**config.mk**
```make
export PLATFORM = sky130hd
export DESIGN_NAME = waveform_uart_tx_flat
export DESIGN_NICKNAME = d
export VERILOG_FILES = /design/src/rtl/waveform_uart_tx_if.sv /design/src/rtl/waveform_uart_tx.sv /design/src/flat_wrapper.sv
export SDC_FILE = /design/constraint.sdc
export NUM_CORES = 1
export LEC_CHECK = 0
export CAP_MARGIN = 0
export CELL_PAD_IN_SITES_DETAIL_PLACEMENT = 1
export CELL_PAD_IN_SITES_GLOBAL_PLACEMENT = 2
export CORE_UTILIZATION = 34
export DETAILED_ROUTE_END_ITERATION = 6
export PLACE_DENSITY = 0.83
export SETUP_SLACK_MARGIN = 0.2
export SYNTH_ARGS = -nofsm -noshare
export SYNTH_HDL_FRONTEND = slang
export SYNTH_SLANG_ARGS = --single-unit
export TNS_END_PERCENT = 5
```
**constraint.sdc**
```tcl
create_clock -name clk -period 2.9 [get_ports clk]
set_clock_uncertainty 0.15 [all_clocks]
set_input_delay 0.87 -clock clk [delete_from_list [all_inputs] [get_ports clk]]
set_output_delay 0.87 -clock clk [all_outputs]
set_load 0.03 [all_outputs]
```
**src/rtl/waveform_uart_tx_if.sv**
```systemverilog
// Control and sample-buffer read bus of the waveform UART serialiser.
// The slave modport is the serialiser; the master is the host plus capture/FIR buffer side.
interface waveform_uart_tx_if #(
  parameter int SAMPLE_W    = 14,
  parameter int NUM_SAMPLES = 1000,
  parameter int NUM_CH      = 2
);
  localparam int CH_W   = (NUM_CH > 1) ? $clog2(NUM_CH) : 1;
  localparam int ADDR_W = (NUM_SAMPLES > 1) ? $clog2(NUM_SAMPLES) : 1;

  // transfer control
  logic                start;
  logic                abort;
  logic [NUM_CH-1:0]   ch_mask;
  logic [15:0]         wave_number;
  logic                busy;
  logic                done;
  logic                aborted;

  // one-cycle-latency buffer read port
  logic                rd_en;
  logic [CH_W-1:0]     rd_ch;
  logic [ADDR_W-1:0]   rd_addr;
  logic [SAMPLE_W-1:0] rd_data;

  modport master (
    output start, abort, ch_mask, wave_number, rd_data,
    input  busy, done, aborted, rd_en, rd_ch, rd_addr
  );

  modport slave (
    input  start, abort, ch_mask, wave_number, rd_data,
    output busy, done, aborted, rd_en, rd_ch, rd_addr
  );
endinterface

```
**src/rtl/waveform_uart_tx.sv**
```systemverilog
// Streams captured waveform channels out of a sample buffer as 3-byte UART records
// (sample hi, sample lo, record index) followed by a 2-byte wave-number trailer.
module waveform_uart_tx #(
  parameter int SAMPLE_W     = 14,
  parameter int NUM_SAMPLES  = 1000,
  parameter int NUM_CH       = 2,
  parameter int CLKS_PER_BIT = 1,
  parameter int STOP_BITS    = 3
) (
  input  logic                clk,
  input  logic                rst_n,
  waveform_uart_tx_if.slave   bus,
  output logic                uart_tx
);

  localparam int CH_W   = (NUM_CH > 1) ? $clog2(NUM_CH) : 1;
  localparam int ADDR_W = (NUM_SAMPLES > 1) ? $clog2(NUM_SAMPLES) : 1;
  localparam int CNT_W  = (CLKS_PER_BIT > 1) ? $clog2(CLKS_PER_BIT) : 1;

  // Frame bit index: 0 = start, 1..8 = data LSB first, 9.. = stop bits.
  localparam logic [3:0]        BIT_LAST  = 4'(8 + STOP_BITS);
  localparam logic [CNT_W-1:0]  CNT_LAST  = CNT_W'(CLKS_PER_BIT - 1);
  localparam logic [ADDR_W-1:0] ADDR_LAST = ADDR_W'(NUM_SAMPLES - 1);

  typedef enum logic [2:0] {
    S_IDLE,
    S_FETCH,
    S_WAIT,
    S_SEND,
    S_TRAILER,
    S_DONE
  } state_t;

  state_t            state;
  logic [NUM_CH-1:0] mask_q;
  logic [15:0]       wave_q;
  logic [15:0]       sample_q;
  logic [15:0]       rec_idx;
  logic [CNT_W-1:0]  clk_cnt;
  logic [3:0]        bit_idx;
  logic [1:0]        byte_idx;
  logic              abort_pend;

  // Lowest enabled channel strictly above 'after'; MSB of the result is the found flag.
  function automatic logic [CH_W:0] next_channel(input logic [NUM_CH-1:0] mask, input int after);
    logic [CH_W:0] r;
    r = '0;
    for (int i = NUM_CH - 1; i >= 0; i--) begin
      if (mask[i] && (i > after)) r = {1'b1, CH_W'(i)};
    end
    return r;
  endfunction

  logic [CH_W:0] first_ch;
  logic [CH_W:0] next_ch;
  logic [7:0]    cur_byte;
  logic [1:0]    last_byte;
  logic          next_bit;
  logic          abort_now;

  // NOTE: every always_comb output gets a default first, so no path can infer a latch.
  always_comb begin
    first_ch  = next_channel(bus.ch_mask, -1);
    next_ch   = next_channel(mask_q, int'(bus.rd_ch));
    cur_byte  = 8'h00;
    last_byte = 2'd2;
    if (state == S_TRAILER) begin
      last_byte = 2'd1;
      cur_byte  = (byte_idx == 2'd0) ? wave_q[15:8] : wave_q[7:0];
    end else begin
      case (byte_idx)
        2'd0:    cur_byte = sample_q[15:8];
        2'd1:    cur_byte = sample_q[7:0];
        default: cur_byte = rec_idx[7:0];
      endcase
    end
    // Level for frame bit (bit_idx + 1): a data bit while bit_idx <= 7, otherwise stop.
    next_bit  = (bit_idx >= 4'd8) ? 1'b1 : cur_byte[bit_idx[2:0]];
    abort_now = abort_pend | bus.abort;
  end

  // NOTE: sequential state uses non-blocking assignments only, so every flop sees pre-edge values.
  always_ff @(posedge clk or negedge rst_n) begin
    if (!rst_n) begin
      state       <= S_IDLE;
      uart_tx     <= 1'b1;
      bus.busy    <= 1'b0;
      bus.done    <= 1'b0;
      bus.aborted <= 1'b0;
      bus.rd_en   <= 1'b0;
      bus.rd_ch   <= '0;
      bus.rd_addr <= '0;
      mask_q      <= '0;
      wave_q      <= '0;
      sample_q    <= '0;
      rec_idx     <= '0;
      clk_cnt     <= '0;
      bit_idx     <= '0;
      byte_idx    <= '0;
      abort_pend  <= 1'b0;
    end else begin
      bus.done    <= 1'b0;
      bus.aborted <= 1'b0;
      bus.rd_en   <= 1'b0;
      if (bus.busy && bus.abort) abort_pend <= 1'b1;

      case (state)
        S_IDLE: begin
          abort_pend <= 1'b0;
          if (bus.start) begin
            mask_q   <= bus.ch_mask;
            wave_q   <= bus.wave_number;
            rec_idx  <= '0;
            clk_cnt  <= '0;
            bit_idx  <= '0;
            byte_idx <= '0;
            bus.busy <= 1'b1;
            if (first_ch[CH_W]) begin
              state       <= S_FETCH;
              bus.rd_en   <= 1'b1;
              bus.rd_ch   <= first_ch[CH_W-1:0];
              bus.rd_addr <= '0;
            end else begin
              state   <= S_TRAILER;
              uart_tx <= 1'b0;
            end
          end
        end

        S_FETCH: begin
          if (abort_now) begin
            state       <= S_IDLE;
            bus.busy    <= 1'b0;
            bus.aborted <= 1'b1;
            abort_pend  <= 1'b0;
          end else begin
            state <= S_WAIT;
          end
        end

        S_WAIT: begin
          if (abort_now) begin
            state       <= S_IDLE;
            bus.busy    <= 1'b0;
            bus.aborted <= 1'b1;
            abort_pend  <= 1'b0;
          end else begin
            sample_q <= 16'(bus.rd_data);
            rec_idx  <= rec_idx + 16'd1;
            clk_cnt  <= '0;
            bit_idx  <= '0;
            byte_idx <= '0;
            uart_tx  <= 1'b0;
            state    <= S_SEND;
          end
        end

        S_SEND, S_TRAILER: begin
          if (clk_cnt != CNT_LAST) begin
            clk_cnt <= clk_cnt + 1'b1;
          end else begin
            clk_cnt <= '0;
            if (bit_idx != BIT_LAST) begin
              bit_idx <= bit_idx + 1'b1;
              uart_tx <= next_bit;
            end else begin
              // Byte boundary: the only point where abort, record and trailer steps happen.
              bit_idx <= '0;
              if (abort_now) begin
                state       <= S_IDLE;
                uart_tx     <= 1'b1;
                bus.busy    <= 1'b0;
                bus.aborted <= 1'b1;
                abort_pend  <= 1'b0;
              end else if (byte_idx != last_byte) begin
                byte_idx <= byte_idx + 1'b1;
                uart_tx  <= 1'b0;
              end else begin
                byte_idx <= '0;
                if (state == S_TRAILER) begin
                  state    <= S_DONE;
                  uart_tx  <= 1'b1;
                  bus.busy <= 1'b0;
                  bus.done <= 1'b1;
                end else if (bus.rd_addr != ADDR_LAST) begin
                  state       <= S_FETCH;
                  uart_tx     <= 1'b1;
                  bus.rd_en   <= 1'b1;
                  bus.rd_addr <= bus.rd_addr + 1'b1;
                end else if (next_ch[CH_W]) begin
                  state       <= S_FETCH;
                  uart_tx     <= 1'b1;
                  bus.rd_en   <= 1'b1;
                  bus.rd_ch   <= next_ch[CH_W-1:0];
                  bus.rd_addr <= '0;
                end else begin
                  state   <= S_TRAILER;
                  uart_tx <= 1'b0;
                end
              end
            end
          end
        end

        S_DONE: begin
          state <= S_IDLE;
        end

        default: begin
          state   <= S_IDLE;
          uart_tx <= 1'b1;
        end
      endcase
    end
  end

endmodule

```
**src/flat_wrapper.sv**
```systemverilog
// flat-port wrapper written by rule: the top's interface ports become plain ports
module waveform_uart_tx_flat 
#(
  parameter int SAMPLE_W     = 14,
  parameter int NUM_SAMPLES  = 1000,
  parameter int NUM_CH       = 2,
  parameter int CLKS_PER_BIT = 1,
  parameter int STOP_BITS    = 3
)
  (clk, rst_n, uart_tx, bus_start, bus_abort, bus_ch_mask, bus_wave_number, bus_rd_data, bus_busy, bus_done, bus_aborted, bus_rd_en, bus_rd_ch, bus_rd_addr);
  waveform_uart_tx_if #(.SAMPLE_W(SAMPLE_W), .NUM_SAMPLES(NUM_SAMPLES), .NUM_CH(NUM_CH)) bus_i ();
  input  logic clk;
  input  logic rst_n;
  output logic uart_tx;
  input wire logic [$bits(bus_i.start)-1:0] bus_start;
  input wire logic [$bits(bus_i.abort)-1:0] bus_abort;
  input wire logic [$bits(bus_i.ch_mask)-1:0] bus_ch_mask;
  input wire logic [$bits(bus_i.wave_number)-1:0] bus_wave_number;
  input wire logic [$bits(bus_i.rd_data)-1:0] bus_rd_data;
  output wire logic [$bits(bus_i.busy)-1:0] bus_busy;
  output wire logic [$bits(bus_i.done)-1:0] bus_done;
  output wire logic [$bits(bus_i.aborted)-1:0] bus_aborted;
  output wire logic [$bits(bus_i.rd_en)-1:0] bus_rd_en;
  output wire logic [$bits(bus_i.rd_ch)-1:0] bus_rd_ch;
  output wire logic [$bits(bus_i.rd_addr)-1:0] bus_rd_addr;
  assign bus_i.start = bus_start;
  assign bus_i.abort = bus_abort;
  assign bus_i.ch_mask = bus_ch_mask;
  assign bus_i.wave_number = bus_wave_number;
  assign bus_i.rd_data = bus_rd_data;
  assign bus_busy = bus_i.busy;
  assign bus_done = bus_i.done;
  assign bus_aborted = bus_i.aborted;
  assign bus_rd_en = bus_i.rd_en;
  assign bus_rd_ch = bus_i.rd_ch;
  assign bus_rd_addr = bus_i.rd_addr;
  waveform_uart_tx #(.SAMPLE_W(SAMPLE_W), .NUM_SAMPLES(NUM_SAMPLES), .NUM_CH(NUM_CH), .CLKS_PER_BIT(CLKS_PER_BIT), .STOP_BITS(STOP_BITS)) u_core (.clk(clk), .rst_n(rst_n), .bus(bus_i), .uart_tx(uart_tx));
endmodule
```
# ---- Word-level counts from Yosys, hierarchy flattened
# Cells that the tools add are included.
dict set report word_totals {
  word_cells 175
  out_inout_bits 16
  ff_bits 75
  input_bits 36
}
dict set report classes {
  eq_ne 24
  n_addsub 5
  magnitude_cmp 3
  n_reduce_logical 22
  bitwise 3
  muxes 102
}
# cell count
set ops {}
lappend ops {{$mux 10} 9}
lappend ops {{$mux 1} 50}
lappend ops {{$mux 16} 2}
lappend ops {{$pmux 16 s2} 1}
lappend ops {{$mux 3} 9}
lappend ops {{$mux 2} 12}
lappend ops {{$pmux 10 s2} 1}
lappend ops {{$ne 2x2->1 const B} 9}
lappend ops {{$add 16x1->16 const B} 1}
lappend ops {{$mux 4} 4}
lappend ops {{$mux 8} 2}
lappend ops {{$pmux 8 s2} 1}
lappend ops {{$pmux 3 s4} 1}
lappend ops {{$pmux 4 s3} 1}
lappend ops {{$add 10x1->10 const B} 1}
lappend ops {{$ne 10x10->1 const B} 1}
lappend ops {{$reduce_and 10->1} 1}
lappend ops {{$pmux 1 s3} 3}
lappend ops {{$reduce_and 9->1} 1}
lappend ops {{$reduce_and 4->1} 2}
lappend ops {{$reduce_and 7->1} 1}
lappend ops {{$eq 3x2->1 const B} 2}
lappend ops {{$eq 3x3->1 const B} 2}
lappend ops {{$ne 2x1->1 const B} 3}
lappend ops {{28 further kinds} 39}

# ---- Depth between registers and ports, before layout
# Gate-level depths: netlist of run 1.
dict set report logic_depth {
  ltp_word 11
  ltp_mapped 10
  mapped_depth_nobuf 8
}

# ---- Worst setup path after synthesis of run 1
# OpenSTA, ideal clock, no wires.
dict set report synth_path {
  path_type {reg2reg}
  startpoint {register u_core.bus.rd_addr[0]}
  endpoint {register u_core.bus.rd_addr[4]}
  arrival_ns 2.112
  path_slack_ns 0.542
  n_path_buf 1
  path_stages_with_launch 9
  required_time_ns 2.654
  setup_time_ns 0.096
  path_cell_list {dfrtp_1 -> ha_1 -> nor4bb_1 -> nand4b_1 -> and2_1 -> a32oi_2 -> buf_2 -> o21ai_0 -> o31ai_1}
}
dict set report synth_between {
  elab_chain_cells 8
}
# item line_no
set synth_lines {}
lappend synth_lines {{start: declaration} waveform_uart_tx_if.sv:33} ;# output busy, done, aborted, rd_en, rd_ch, rd_addr
lappend synth_lines {{start signal: assignment} waveform_uart_tx.sv:189} ;# bus.rd_addr <= bus.rd_addr + 1'b1;
lappend synth_lines {{$add 10x1->10 or $ne 10x10->1 (tied branches)} {waveform_uart_tx.sv:189, waveform_uart_tx.sv:185}}
lappend synth_lines {{$mux 10} waveform_uart_tx.sv:185} ;# end else if (bus.rd_addr != ADDR_LAST) begin
lappend synth_lines {{$mux 10} waveform_uart_tx.sv:180} ;# if (state == S_TRAILER) begin
lappend synth_lines {{$mux 10} waveform_uart_tx.sv:175} ;# end else if (byte_idx != last_byte) begin
lappend synth_lines {{$mux 10} waveform_uart_tx.sv:169} ;# if (abort_now) begin
lappend synth_lines {{$mux 10} waveform_uart_tx.sv:163} ;# if (bit_idx != BIT_LAST) begin
lappend synth_lines {{$mux 10} waveform_uart_tx.sv:159} ;# if (clk_cnt != CNT_LAST) begin
lappend synth_lines {{$pmux 10 s2} waveform_uart_tx.sv:107} ;# case (state)
# Parallel ways exist; a longest one is shown, timed or not. The select of a mux whose other input is x is not followed.
# A chain may end at the register's enable or synchronous reset.

# ---- Final worst setup path of run 1
dict set report layout_path {
  startpoint {register u_core.uart_tx}
  endpoint {output port uart_tx}
}
# item line_no
set layout_rtl {}
lappend layout_rtl {{start: declaration} waveform_uart_tx.sv:13} ;# output logic uart_tx
lappend layout_rtl {{start signal: assignment} waveform_uart_tx.sv:165} ;# uart_tx <= next_bit;
lappend layout_rtl {{end: declaration} flat_wrapper.sv:14} ;# output logic uart_tx;
# No word-level cell between the ends.

==> results of run 1 <==
==> layout make-up <==
cell class	count	share of cell area (%)
Clock inverter	6	1.51
Clock buffer	10	3.13
Tap cell	133	3.78
Timing Repair Buffer	70	15.9
Sequential cell	65	37.0
Multi-Input combinational cell	240	38.0
Inverter	8	0.682
==> sequential cells by signal, indices dropped and copies added (netlist names), 2 cells and up <==
register	flops
u_core.bit_idx	4
u_core.bus.rd_addr	10
u_core.byte_idx	2
u_core.rec_idx	8
u_core.sample_q	14
u_core.state	3
u_core.wave_q	16
==> report_power, final <==
group	leakage (nW)	total, W	switching [W]	internal, W
combinational	0.912	0.00196	0.00102	0.000947
clock	0.0949	0.000796	0.000374	0.000422
sequential	0.822	0.00152	0.000272	0.00125
total	1.83	0.00428	0.00166	0.00262
==> cells by family after synthesis <==
logic type | count (synthesis) | share of synthesized area, %
multiplexers | 41 | 13.3
flip-flops | 65 | 47.9
buffers and inverters | 23 | 3.28
XOR/XNOR | 4 | 1.03
AND/OR/NAND/NOR | 100 | 15.2
adder cells (fa/ha/maj) | 5 | 1.84
AO/OA/AOI/OAI | 90 | 17.5
==> synthesized netlist by cell type, types with 2 or more instances <==
cell type  instances
dfrtp_1           64
mux2_2            33
nand2_1           25
nor2_1            24
o21ai_0           23
a21oi_1           18
a211oi_1          11
and3_1             9
nand3_1            9
o31ai_1            9
buf_2              8
mux2i_1            8
inv_1              7
nand2b_1           7
a22o_1             5
ha_1               5
clkbuf_1           4
nand4_1            4
o21ai_1            4
xor2_1             4
nor2b_1            3
o221ai_1           3
a2111oi_0          2
a21o_1             2
a31oi_1            2
buf_4              2
nor2_2             2
nor3_1             2
nor3b_1            2
o211ai_1           2
or3_1              2
==> how the worst min path moves through the flow <==
| stage | slack [ns] | startpoint | to | cells past startpoint |
|---|---|---|---|---|
| 2_1_floorplan | 0.32 | u_core.wave_q[6]$_DFFE_PN0P_ | u_core.wave_q[6]$_DFFE_PN0P_ | 1 |
| 3_3_place_gp | 0.34 | u_core.wave_q[6]$_DFFE_PN0P_ | u_core.wave_q[6]$_DFFE_PN0P_ | 1 |
| 3_5_place_dp | 0.34 | u_core.wave_q[15]$_DFFE_PN0P_ | u_core.wave_q[15]$_DFFE_PN0P_ | 1 |
| 4_1_cts | 0.36 | u_core.bus.rd_addr[9]$_DFFE_PN0P_ | u_core.bus.rd_addr[9]$_DFFE_PN0P_ | 1 |
| 5_1_grt | 0.38 | u_core.sample_q[7]$_DFFE_PN0P_ | u_core.sample_q[7]$_DFFE_PN0P_ | 1 |
| 6_report | 0.35 | u_core.bus.rd_addr[9]$_DFFE_PN0P_ | u_core.bus.rd_addr[9]$_DFFE_PN0P_ | 1 |
==> stage by stage <==
stage          hold WS (ns)  cell area [um2]  cells  utilization [%]  setup slack (ns)
3_3_place_gp          0.335             4180    516             43.0             0.174
6_report              0.354             4400    532             45.2             0.337
2_1_floorplan         0.323             3400    328                -             0.542
4_1_cts               0.361             4390    532             45.1             0.282
3_5_place_dp          0.342             4180    516             43.0            0.0964
5_1_grt               0.376             4400    532             45.2             0.196
==> routing by layer <==
metal  global-route usage (%)  part of all wire, %
met1                     24.1                   47
met2                     31.0                   49
met3                     4.04                  2.9
met4                     5.38                 0.81
met5                        0                    0
==> reports/results.tsv, run 1 <==
metric	value	unit
status	finished, final reports clean	
cts_sinks	65	
regToRegStartpoint	u_core.byte_idx[0]$_DFFE_PN0P_	
final_common_cell	dfrtp_1	
setup_viol	0	
regArea	1630	um2
fin_nets	435	
yosysSeqAreaShare	47.9	%
hpwlAfterDp	6450	um
crit_path_cell_trace	clkdlybuf4s50_1	
multi_input_area	1670	um2
clk_pin_slew	0.08	ns
fin_tns_setup	0	ns
synthCells	328	
hold_path.class	flip-flop to flip-flop	
via_per_inst	5.27	
worst-endpoint-arrival	1.54	ns
ant_nets	0	
fin_crit_sh	88.4	%
endpoint_kind	output pin	
fillCellCount	1123	
area_delta_synth_final	29.5	%
antenna_found_initial	0	
numCtsBuffers	9	
io_pins	52	
power-per-cell-area	972	nW/um2
synth_enable_flop_cells	0	
p_total	0.00428	W
final_cell_mix	dfrtp_1 (64), clkdlybuf4s50_1 (50), mux2_2 (33)	
cp_slowest_cell	clkdlybuf4s50_1	
crit_buf_inv	1	
synth_top_area_cell	dfrtp_1	
synth_flop_cell	dfrtp_1	
max_freq	0.390	GHz
grt.total_usage	18.5	%
dieHeight	102	um
routabilityCongestion	0.832	
layout-drive-gt1-share	20.3	%
cts-root-buf	clkbuf_8	
rsz0062_at_grt	true	
max_slew_margin	60.3	%
cts_max_path_buffers	2	
critPathTopFamily	buffers and inverters	
diodes	0	
routedWlPerCell	16.5	um
ys_ff_latch	65	
cts_tree	built	
grt_max_degree	25	
drcViolationCount	0	
yosys_warnings	0	
slew_viol_final	0	
grt_pass1_wl	14700	um
leakage	1.83	nW
die_area	10400	um2
wirelength	8770	um
crit_type	flip-flop to output pin	
syn_nets	369	
postCtsHoldBufs	0	
cp.depth	1	
crit_required	1.88	ns
insertion_delay	0.34	ns
drt_first_pass_iters	4	
grt_pass1_vias	2935	
startpoint_type	flip-flop	
via_count	2803	
cpPeakStageDelay	0.67	ns
synth_cell_types	54	
ctsHtreeMaxLevel	3	
tightest_slew	0.596	ns
peakVddDrop	0.341	mV
synth_area_per_cell	10.4	um2
crit_start	u_core.uart_tx$_DFFE_PN1P_	
grt_overflow	0	
placementRows	36	
synth_area	3400	um2
final_hold_viol_count	0	
fin_crit	2.56	ns
synth_area_leaders	dfrtp_1 (47%), mux2_2 (11%), o21ai_0 (3.4%)	
synth_top_cell_area_share	47.1	%
portBuffers	51	
core_area	9730	um2
cts_resized	0	
initial_core_util	34.9	%
reg2regPathDepth	9	
crit_end	uart_tx	
rrSetupSlack	0.34	ns
dieWidth	102	um
cap_violations	0	
drt_iter0_markers	90	
crit_path_max_fanout	2	
async_flop_share	100	%
rr_endpoint	u_core.uart_tx$_DFFE_PN1P_	
postCtsSetupRepairBufs	0	
(Power assumes the default switching activity.)
==> run 2, diff against run 1 <==
- CORE_MARGIN: unset -> 1.5
==> run 2 against run 1 <==
Clock-buffer cell count grew 2. Hold slack gained 0.0020 ns. Largest cell class unchanged. Fmax shrank 0.22%. Sequential cell count is the same. Routed wire length grew 0.34%. Combinational power is essentially flat. Critical path type unchanged.
==> reports/results.tsv, run 2 (same netlist as run 1, synthesis figures left out) <==
metric	value	unit	change
crit_buf_inv	1		unchanged
fin_area	4410	um2	+0.28%
area_delta_synth_final	29.9	%	
rsz0062_at_grt	false		
critPathTopFamily	buffers and inverters		
final_cell_mix	dfrtp_1 (64), clkdlybuf4s50_1 (50), mux2_2 (33)		
grt_max_degree	44		+76%
fin_cells	531		-0.19%
postCtsSetupRepairBufs	0		unchanged
grt.total_usage	17.9	%	-0.60 points
power-per-cell-area	996	nW/um2	+2.4%
grt_pass1_vias	2988		+1.8%
hold_path.class	primary input to async pin		
fin_nets	434		-0.23%
max_freq	0.389	GHz	-0.22%
drcViolationCount	0		unchanged
largest_reg_flops	16		unchanged
crit_path_max_fanout	2		unchanged
dieWidth	103	um	+0.98%
crit_path_cell_trace	clkdlybuf4s50_1		
grt_overflow	0		unchanged
slew_viol_final	0		unchanged
insertion_delay	0.34	ns	about the same
numCtsBuffers	9		unchanged
largestRegisters	u_core.wave_q (16), u_core.sample_q (14), u_core.bus.rd_addr (10)		
fin_crit	2.57	ns	+0.00557 ns
cts-root-buf	clkbuf_8		
placedCellCount	515		-0.19%
cp_slowest_cell	clkdlybuf4s50_1		
cts_max_path_buffers	2		unchanged
fin_ws	0.332	ns	-0.00557 ns
ant_nets	0		unchanged
via_per_inst	5.29		+0.47%
cap_violations	0		unchanged
diodes	0		unchanged
drt_iter0_markers	123		+37%
wirelength	8800	um	+0.34%
setup_viol	0		unchanged
cts_sinks	65		unchanged
cts_tree	built		
detailedPlace.worstSlack	0.105	ns	+0.00823 ns
dpl_cell_area	4170	um2	-0.18%
routedWlPerCell	16.6	um	+0.53%
io_pins	52		unchanged
tightest_slew	0.557	ns	-0.0394 ns
drt_first_pass_iters	4		unchanged
ctsHtreeMaxLevel	3		unchanged
final_common_cell	dfrtp_1		
max_slew_margin	62.9	%	+2.6 points
grt_pass1_wl	14700	um	about the same
peakVddDrop	0.478	mV	+40%
antenna_found_initial	0		unchanged
core_area	9730	um2	unchanged
leakage	1.84	nW	+0.42%
crit_type	flip-flop to output pin		
p_total	0.00440	W	+2.7%
startpoint_type	flip-flop		
placementRows	36		unchanged
hpwlAfterDp	6450	um	about the same
cpPeakStageDelay	0.67	ns	about the same
dieHeight	103	um	+0.98%
via_count	2811		+0.29%
worst-endpoint-arrival	1.55	ns	about the same
endpoint_kind	output pin		
routabilityCongestion	0.803		-3.5%
layout-drive-gt1-share	19.6	%	-0.70 points
die_area	10600	um2	+2.0%
crit_required	1.88	ns	about the same
fin_crit_sh	88.6	%	+0.19 points
status	finished, final reports clean		
initial_core_util	34.9	%	unchanged
clk_pin_slew	0.07	ns	about the same
portBuffers	51		unchanged
final_hold_viol_count	0		unchanged
fin_tns_setup	0	ns	unchanged
largest-register	u_core.wave_q		
run 2: metal layers:
| layer | vias to the layer above | routed length, um | track usage, % |
|---|---|---|---|
| li1 | 1341 | - | - |
| met1 | 1413 | 4060 | 23.2 |
| met2 | 47 | 4330 | 30.7 |
| met3 | 10 | 303 | 3.93 |
| met4 | 0 | 103 | 4.16 |
| met5 | - | 0 | 0 |
run 2: per-stage QoR:
step	hold slack, ns	utilization, %
CTS	0.362	45.3
global route	0.375	45.4
floorplan	0.323	-
global placement	0.335	42.9
finish	0.356	45.4
detailed placement	0.345	42.9
run 2: area by class of cell:
cell class,instances,area [um2]
sequential,65,1630
clock inverter,4,75.1
tap,133,166
multi-input combinational,240,1670
inverter,8,30.0
timing repair buffer,69,691
clock buffer,12,155
fill,1116,5320
run 2: power by group:
part / internal [W] / total (W) / switching, W
Sequential: 0.00125 / 0.00151 / 0.000266
Combinational: 0.000957 / 0.00199 / 0.00103
Clock: 0.000532 / 0.000891 / 0.000360
Total: 0.00274 / 0.00440 / 0.00166
run 2: repair_timing:
| action | in CTS | in global routing |
|---|---|---|
| endpoints found under the setup margin | 0 | 1 |
| endpoints found under the hold margin | 0 | 0 |
| hold buffers | 0 | 0 |
| gates resized for setup | 0 | 4 |
run 2: final timing paths:
| check | depth (start not counted) | startpoint | to | slack (ns) |
|---|---|---|---|---|
| min reg2reg | 1 | u_core.wave_q[15]$_DFFE_PN0P_ | u_core.wave_q[15]$_DFFE_PN0P_ | 0.36 |
| max in group asynchronous | 2 | rst_n | u_core.uart_tx$_DFFE_PN1P_ | 1.56 |
| max reg2reg | 9 | u_core.byte_idx[0]$_DFFE_PN0P_ | u_core.uart_tx$_DFFE_PN1P_ | 0.42 |
| min in group clk | 1 | u_core.wave_q[15]$_DFFE_PN0P_ | u_core.wave_q[15]$_DFFE_PN0P_ | 0.36 |
| min | 1 | rst_n | u_core.bus.rd_addr[4]$_DFFE_PN0P_ | 0.36 |
| max | 1 | u_core.uart_tx$_DFFE_PN1P_ | uart_tx | 0.33 |
